### config.mk
export PLATFORM = sky130hd
export DESIGN_NAME = parc_mem_port_buffer_flat
export DESIGN_NICKNAME = d
export VERILOG_FILES = /design/src/rtl/parc_mem_port_buffer_pkg.sv /design/src/rtl/parc_mem_port_buffer_if.sv /design/src/rtl/parc_mem_resp_fifo.sv /design/src/rtl/parc_mem_port_buffer.sv /design/src/flat_wrapper.sv
export SDC_FILE = /design/constraint.sdc
export NUM_CORES = 1
export LEC_CHECK = 0
export CORE_UTILIZATION = 37
export DETAILED_ROUTE_END_ITERATION = 8
export HOLD_SLACK_MARGIN = 0.15
export PLACE_DENSITY = 0.92
export SYNTH_ARGS = -nofsm -noshare
export SYNTH_HDL_FRONTEND = slang
export SYNTH_HIERARCHICAL = 1
export SYNTH_SLANG_ARGS = --single-unit
### constraint.sdc
create_clock -name clk -period 3.7 [get_ports clk]
set_input_delay 1.11 -clock clk [delete_from_list [all_inputs] [get_ports clk]]
set_output_delay 1.11 -clock clk [all_outputs]
set_load 0.02 [all_outputs]
### src/rtl/parc_mem_port_buffer_pkg.sv
// parc_mem_port_buffer_pkg
//   Shared definitions for the data-memory port buffer.
//   - Memory request message packing  : {type, addr, len, data}  (MSB..LSB)
//   - Memory response message packing : {type, len, data}        (MSB..LSB)
//   - Type encodings and a counter-width helper.
package parc_mem_port_buffer_pkg;

    typedef enum logic {
        MEM_RD = 1'b0,
        MEM_WR = 1'b1
    } mem_type_e;

    localparam int MEM_TYPE_W = 1;
    localparam int MEM_LEN_W  = 2;

    // Request message: total width and field offsets (LSB of each field).
    function automatic int req_msg_w(input int addr_sz, input int data_sz);
        return MEM_TYPE_W + addr_sz + MEM_LEN_W + data_sz;
    endfunction

    function automatic int req_data_lsb();
        return 0;
    endfunction

    function automatic int req_len_lsb(input int data_sz);
        return data_sz;
    endfunction

    function automatic int req_addr_lsb(input int data_sz);
        return data_sz + MEM_LEN_W;
    endfunction

    function automatic int req_type_lsb(input int addr_sz, input int data_sz);
        return data_sz + MEM_LEN_W + addr_sz;
    endfunction

    // Response message: total width and field offsets.
    function automatic int resp_msg_w(input int data_sz);
        return MEM_TYPE_W + MEM_LEN_W + data_sz;
    endfunction

    function automatic int resp_len_lsb(input int data_sz);
        return data_sz;
    endfunction

    function automatic int resp_type_lsb(input int data_sz);
        return data_sz + MEM_LEN_W;
    endfunction

    // Width of a counter that must hold values 0..n inclusive.
    function automatic int cnt_w(input int n);
        return (n < 1) ? 1 : $clog2(n + 1);
    endfunction

endpackage

### src/rtl/parc_mem_port_buffer_if.sv
// parc_mem_port_buffer_if
//   Bundles the core-side and memory-side handshakes of the port buffer.
//   slave  : the buffer's view (accepts core requests and memory responses).
//   master : the environment's view (core + memory system).
//   Signals: req_in_*  core -> buffer request     req_out_*  buffer -> memory request
//            resp_in_* memory -> buffer response  resp_out_* buffer -> core response
//            error     sticky protocol-error flag
interface parc_mem_port_buffer_if
    import parc_mem_port_buffer_pkg::*;
#(
    parameter int P_ADDR_SZ = 32,
    parameter int P_DATA_SZ = 32
);
    localparam int REQ_W  = req_msg_w(P_ADDR_SZ, P_DATA_SZ);
    localparam int RESP_W = resp_msg_w(P_DATA_SZ);

    logic [REQ_W-1:0]  req_in_msg;
    logic              req_in_val;
    logic              req_in_rdy;
    logic [REQ_W-1:0]  req_out_msg;
    logic              req_out_val;
    logic              req_out_rdy;
    logic [RESP_W-1:0] resp_in_msg;
    logic              resp_in_val;
    logic [RESP_W-1:0] resp_out_msg;
    logic              resp_out_val;
    logic              resp_out_rdy;
    logic              error;

    modport slave (
        input  req_in_msg, req_in_val, req_out_rdy,
        input  resp_in_msg, resp_in_val, resp_out_rdy,
        output req_in_rdy, req_out_msg, req_out_val,
        output resp_out_msg, resp_out_val, error
    );

    modport master (
        output req_in_msg, req_in_val, req_out_rdy,
        output resp_in_msg, resp_in_val, resp_out_rdy,
        input  req_in_rdy, req_out_msg, req_out_val,
        input  resp_out_msg, resp_out_val, error
    );

endinterface

### src/rtl/parc_mem_resp_fifo.sv
// parc_mem_resp_fifo
//   In-order response storage of P_DEPTH entries (any depth >= 1).
//   Ports: clk/reset, i_enq_val/i_enq_msg (no ready: caller decides what to
//   push), i_deq_rdy, o_deq_val/o_deq_msg (head entry), o_full, o_empty.
//   A push while full is accepted only if a pop happens the same cycle.
module parc_mem_resp_fifo
    import parc_mem_port_buffer_pkg::*;
#(
    parameter int P_DEPTH = 2,
    parameter int P_W     = 35
) (
    input  logic           clk,
    input  logic           reset,
    input  logic           i_enq_val,
    input  logic [P_W-1:0] i_enq_msg,
    input  logic           i_deq_rdy,
    output logic           o_deq_val,
    output logic [P_W-1:0] o_deq_msg,
    output logic           o_full,
    output logic           o_empty
);
    localparam int PW = (P_DEPTH > 1) ? $clog2(P_DEPTH) : 1;
    localparam int OW = cnt_w(P_DEPTH);
    localparam logic [PW-1:0] LAST = PW'(P_DEPTH - 1);

    logic [P_W-1:0] r_mem [P_DEPTH];
    logic [PW-1:0]  r_head;
    logic [PW-1:0]  r_tail;
    logic [OW-1:0]  r_occ;

    logic w_deq;
    logic w_enq;

    assign o_empty   = (r_occ == '0);
    assign o_full    = (r_occ == OW'(P_DEPTH));
    assign o_deq_val = ~o_empty;
    assign o_deq_msg = r_mem[r_head];

    assign w_deq = i_deq_rdy & ~o_empty;
    assign w_enq = i_enq_val & (~o_full | w_deq);

    // Explicit wrap so non-power-of-two depths work.
    always_ff @(posedge clk or posedge reset) begin
        if (reset) begin
            r_head <= '0;
            r_tail <= '0;
            r_occ  <= '0;
        end else begin
            if (w_deq) r_head <= (r_head == LAST) ? '0 : r_head + PW'(1);
            if (w_enq) r_tail <= (r_tail == LAST) ? '0 : r_tail + PW'(1);
            case ({w_enq, w_deq})
                2'b10:   r_occ <= r_occ + OW'(1);
                2'b01:   r_occ <= r_occ - OW'(1);
                default: r_occ <= r_occ;
            endcase
        end
    end

    // Storage needs no reset; occupancy decides what is visible.
    always_ff @(posedge clk) begin
        if (w_enq) r_mem[r_tail] <= i_enq_msg;
    end

endmodule

### src/rtl/parc_mem_port_buffer.sv
// parc_mem_port_buffer
//   Credit-gated request pass-through plus a p_depth-entry response FIFO
//   between the core data-memory port and the memory system.
//   Ports: clk, reset (async, active-high), port (parc_mem_port_buffer_if.slave)
//   carrying req_in/req_out/resp_in/resp_out handshakes and the sticky error.
//   Optional: define PARC_MEM_PORT_BUFFER_BYPASS_EN to let a response pass
//   straight to the core in the arrival cycle when the FIFO is empty.
module parc_mem_port_buffer
    import parc_mem_port_buffer_pkg::*;
#(
    parameter int p_addr_sz = 32,
    parameter int p_data_sz = 32,
    parameter int p_depth   = 2
) (
    input  logic                    clk,
    input  logic                    reset,
    parc_mem_port_buffer_if.slave   port
);
    localparam int CW     = cnt_w(p_depth);
    localparam int RESP_W = resp_msg_w(p_data_sz);

    logic [CW-1:0]     r_cnt;
    logic              r_err;

    logic              w_credit;
    logic              w_req_fire;
    logic              w_resp_out_fire;
    logic              w_spurious;
    logic              w_overflow;
    logic              w_fifo_deq;
    logic              w_enq;
    logic              w_byp;
    logic              w_byp_take;
    logic              w_full;
    logic              w_empty;
    logic              w_head_val;
    logic [RESP_W-1:0] w_head_msg;

    // Registered count only: a same-cycle dequeue must not return credit,
    // keeping resp_out_rdy off the req_in_rdy path.
    assign w_credit        = (r_cnt < CW'(p_depth));
    assign port.req_out_msg = port.req_in_msg;
    assign port.req_out_val = port.req_in_val & w_credit;
    assign port.req_in_rdy  = port.req_out_rdy & w_credit;
    assign w_req_fire       = port.req_in_val & port.req_in_rdy;

    assign w_spurious = port.resp_in_val & (r_cnt == '0);
    assign w_fifo_deq = port.resp_out_rdy & ~w_empty;
    assign w_overflow = port.resp_in_val & ~w_spurious & w_full & ~w_fifo_deq;

`ifdef PARC_MEM_PORT_BUFFER_BYPASS_EN
    assign w_byp      = port.resp_in_val & ~w_spurious & w_empty;
    assign w_byp_take = w_byp & port.resp_out_rdy;
`else
    assign w_byp      = 1'b0;
    assign w_byp_take = 1'b0;
`endif

    // Overflow drops are handled inside the FIFO (push refused when full).
    assign w_enq = port.resp_in_val & ~w_spurious & ~w_byp_take;

    assign port.resp_out_val = w_head_val | w_byp;
    assign port.resp_out_msg = w_byp ? port.resp_in_msg : w_head_msg;
    assign w_resp_out_fire   = port.resp_out_val & port.resp_out_rdy;
    assign port.error        = r_err;

    always_ff @(posedge clk or posedge reset) begin
        if (reset) begin
            r_cnt <= '0;
            r_err <= 1'b0;
        end else begin
            case ({w_req_fire, w_resp_out_fire})
                2'b10:   r_cnt <= r_cnt + CW'(1);
                // Guard against a misbehaving memory pushing extra responses.
                2'b01:   r_cnt <= (r_cnt != '0) ? r_cnt - CW'(1) : r_cnt;
                default: r_cnt <= r_cnt;
            endcase
            if (w_spurious | w_overflow) r_err <= 1'b1;
        end
    end

    parc_mem_resp_fifo #(
        .P_DEPTH (p_depth),
        .P_W     (RESP_W)
    ) u_fifo (
        .clk       (clk),
        .reset     (reset),
        .i_enq_val (w_enq),
        .i_enq_msg (port.resp_in_msg),
        .i_deq_rdy (port.resp_out_rdy),
        .o_deq_val (w_head_val),
        .o_deq_msg (w_head_msg),
        .o_full    (w_full),
        .o_empty   (w_empty)
    );

endmodule

### src/flat_wrapper.sv
// flat-port wrapper written by rule: the top's interface ports become plain ports
module parc_mem_port_buffer_flat import parc_mem_port_buffer_pkg::*;
#(
    parameter int p_addr_sz = 32,
    parameter int p_data_sz = 32,
    parameter int p_depth   = 2
)
  (clk, reset, port_req_in_msg, port_req_in_val, port_req_out_rdy, port_resp_in_msg, port_resp_in_val, port_resp_out_rdy, port_req_in_rdy, port_req_out_msg, port_req_out_val, port_resp_out_msg, port_resp_out_val, port_error);
  parc_mem_port_buffer_if #(.P_ADDR_SZ(32), .P_DATA_SZ(32)) port_i ();
  input  logic clk;
  input  logic reset;
  input wire logic [$bits(port_i.req_in_msg)-1:0] port_req_in_msg;
  input wire logic [$bits(port_i.req_in_val)-1:0] port_req_in_val;
  input wire logic [$bits(port_i.req_out_rdy)-1:0] port_req_out_rdy;
  input wire logic [$bits(port_i.resp_in_msg)-1:0] port_resp_in_msg;
  input wire logic [$bits(port_i.resp_in_val)-1:0] port_resp_in_val;
  input wire logic [$bits(port_i.resp_out_rdy)-1:0] port_resp_out_rdy;
  output wire logic [$bits(port_i.req_in_rdy)-1:0] port_req_in_rdy;
  output wire logic [$bits(port_i.req_out_msg)-1:0] port_req_out_msg;
  output wire logic [$bits(port_i.req_out_val)-1:0] port_req_out_val;
  output wire logic [$bits(port_i.resp_out_msg)-1:0] port_resp_out_msg;
  output wire logic [$bits(port_i.resp_out_val)-1:0] port_resp_out_val;
  output wire logic [$bits(port_i.error)-1:0] port_error;
  assign port_i.req_in_msg = port_req_in_msg;
  assign port_i.req_in_val = port_req_in_val;
  assign port_i.req_out_rdy = port_req_out_rdy;
  assign port_i.resp_in_msg = port_resp_in_msg;
  assign port_i.resp_in_val = port_resp_in_val;
  assign port_i.resp_out_rdy = port_resp_out_rdy;
  assign port_req_in_rdy = port_i.req_in_rdy;
  assign port_req_out_msg = port_i.req_out_msg;
  assign port_req_out_val = port_i.req_out_val;
  assign port_resp_out_msg = port_i.resp_out_msg;
  assign port_resp_out_val = port_i.resp_out_val;
  assign port_error = port_i.error;
  parc_mem_port_buffer #(.p_addr_sz(p_addr_sz), .p_data_sz(p_data_sz), .p_depth(p_depth)) u_core (.clk(clk), .reset(reset), .port(port_i));
endmodule
==> qor.yml <==
io-pin-count: 214
grt_pass1_wl_um: 9501
multi_input_area_um2: 643.1
grt_pass1_vias: 1933
wire_per_inst_um: 16.99
synth_cell_types: 29
hold_viol_final: 0
core_area_um2: 8891
async_flop_share: 0.09091
rsz0062_at_grt: "no"
fin_crit_ns: 3.530
htreeDepth: 3
cts-resized-gates: 0
crit_fanout: 3
nFillCells: 728
powerDensity_nw_per_um2: 765.4
startpoint_type: "input port"
path_clk_slew_ns: 0.07
post-route-period-util: 0.9539
row_count: 34
hpwl_um: 4240
layout-drive-gt1-share: 0.2460
synth.avg_cell_area_um2: 15.74
critPathKind: "in -> out"
clock_path_buffers: 2
dieArea_um2: 9748
ir_drop_mv: 0.4861
n_antenna_cell: 0
synth.area.top_cells: "edfxtp_1, buf_4, mux2_2, dfrtp_1, nand3b_4"
cts_hold_buffers: 0
status: "finished, final reports clean"
root_buffer: "clkbuf_8"
drt-initial-drc-count: 57
yosysSeqAreaShare: 0.6578
syn_inst: 220
drv_slew: 0
path_cells: "clkdlybuf4s50_1 > and2b_2 > clkdlybuf4s50_1"
worst_ep_required_time_ns: 2.59
total_power_mw: 3.120
critPathMaxStageDelay_ns: 0.59
yosys_register_bits: 77
cp_slowest_cell: "clkdlybuf4s50_1"
whs_ns: 0.4817
cts_tree: "done"
ys_warn_count: 6
grt_max_degree: 36
clock_skew_ns: 0.009178
die_height_um: 98.73
netlist_top_cells_count: "buf_4, edfxtp_1, mux2_2"
vias: 1712
antenna_found_initial: 0
synthFlopType: "edfxtp_1"
netlist.area_leader.share: 0.6072
portBuffers: 79
drt-total-wl_um: 6049
relSlewSlack: 0.4197
postCtsSetupRepairBufs: 0
start_util: 0.3894
grt_remaining_overflow: 0
clk_latency_ns: 0.34
clock-sinks: 77
avgViaCountPerCell: 4.809
syn_area_um2: 3462
synth_edf_count: 70
place_congestion: 0.7962
first_pass_iters: 4
tightestPinTransition_ns: 0.8705
endpoint_kind: "primary output"
placed_area_um2: 3895
clock.fmax_mhz: 283.3
drv_cap: 0
p_leak_nw: 1.408
synth_nets: 328
setup_viol: 0
cpMostUsedCell: "clkdlybuf4s50_1"
fp.dieW_um: 98.73
arrival_ns: 2.42
cts-buffers-inserted: 9
post-route-drc-count: 0
synth.largest_area_cell: "edfxtp_1"
fin_area_um2: 4076
nets: 351
fin_util: 0.4585
grt_util_all_layers: 0.1303
regArea_um2: 2277
area_growth_pct: 17.74
fin_setup_tns_ns: 0
ant_nets: 0
hold_class: "reg -> reg"
==> worst paths after layout <==
check	end	start	cells after the start	slack (ns)
max	port_req_in_rdy	port_req_out_rdy	3	0.17
min	u_core/port.error	u_core/port.error	1	0.48
max reg2reg	u_core/u_fifo/r_mem[1][6]	u_core/r_cnt[1]	2	1.71
min reg2reg	u_core/port.error	u_core/port.error	1	0.48
max in group asynchronous	u_core/u_fifo/r_occ[0]	reset	2	2.55
min in group asynchronous	u_core/r_cnt[1]	reset	2	0.98
==> flip-flops by register name, indices dropped and copies added, names as in the netlist <==
name	flops
u_core/u_fifo/r_mem	70
u_core/port.error	1
u_core/u_fifo/r_occ	2
u_core/r_cnt	2
u_core/u_fifo/r_head	1
u_core/u_fifo/r_tail	1
==> placed cells by master, fill, tap and decap left out, drive strengths merged, types with 2 or more instances in the layout <==
cell type,netlist,routed
mux2,35,35
nor2,2,2
xnor2,2,2
dfrtp,7,7
a21oi,3,3
xor2,2,2
clkinv,0,4
buf,71,4
or2,2,2
nand2,3,3
inv,5,5
and2b,2,2
edfxtp,70,70
a22oi,2,2
clkbuf,0,10
nand2b,3,3
clkdlybuf4s50,0,79
==> layout make-up <==
| type | instances | area share |
|---|---|---|
| sequential | 77 | 0.5586 |
| inverter | 5 | 0.004604 |
| clock inverter | 6 | 0.01320 |
| clock buffer | 10 | 0.03131 |
| timing repair buffer | 83 | 0.2014 |
| tap | 108 | 0.03315 |
| multi-input combinational | 67 | 0.1578 |
==> stage by stage <==
| step | worst slack, ns | instances |
|---|---|---|
| after floorplan | 0.3870 | 220 |
| after global placement | 0.1968 | 340 |
| after detailed placement | 0.1716 | 340 |
| after CTS | 0.1644 | 356 |
| after global routing | 0.1268 | 356 |
| final | 0.1704 | 356 |
==> report_power, final <==
group	internal (mW)	switching (mW)	total [mW]
logic	0.622	0.635	1.26
clock network	0.304	0.276	0.580
registers	1.20	0.0841	1.28
==> kinds of logic (layout without fill, tap and decap cells) <==
logic type / count (synthesis) / in the layout / share of synthesized area
XOR/XNOR: 4 / 4 / 0.01012
flip-flops: 77 / 77 / 0.6578
AO/OA/AOI/OAI: 11 / 11 / 0.02386
buffers and inverters: 76 / 104 / 0.1587
multiplexers: 35 / 35 / 0.1138
AND/OR/NAND/NOR: 17 / 17 / 0.03578
==> per-layer routing <==
layer | track usage | part of all wire | up-vias
met5 | 0 | 0 | -
met4 | 0.08496 | 0.028 | 0
met3 | 0.04255 | 0.078 | 27
met2 | 0.2421 | 0.55 | 98
met1 | 0.1221 | 0.34 | 820
li1 | - | - | 767
==> critical path: cells and delay by family <==
family / cells / cell delay [ns]
buffers and inverters: 2 / 1.14
AND/OR/NAND/NOR: 1 / 0.16
No activity file was read; power rests on OpenSTA's default activity.
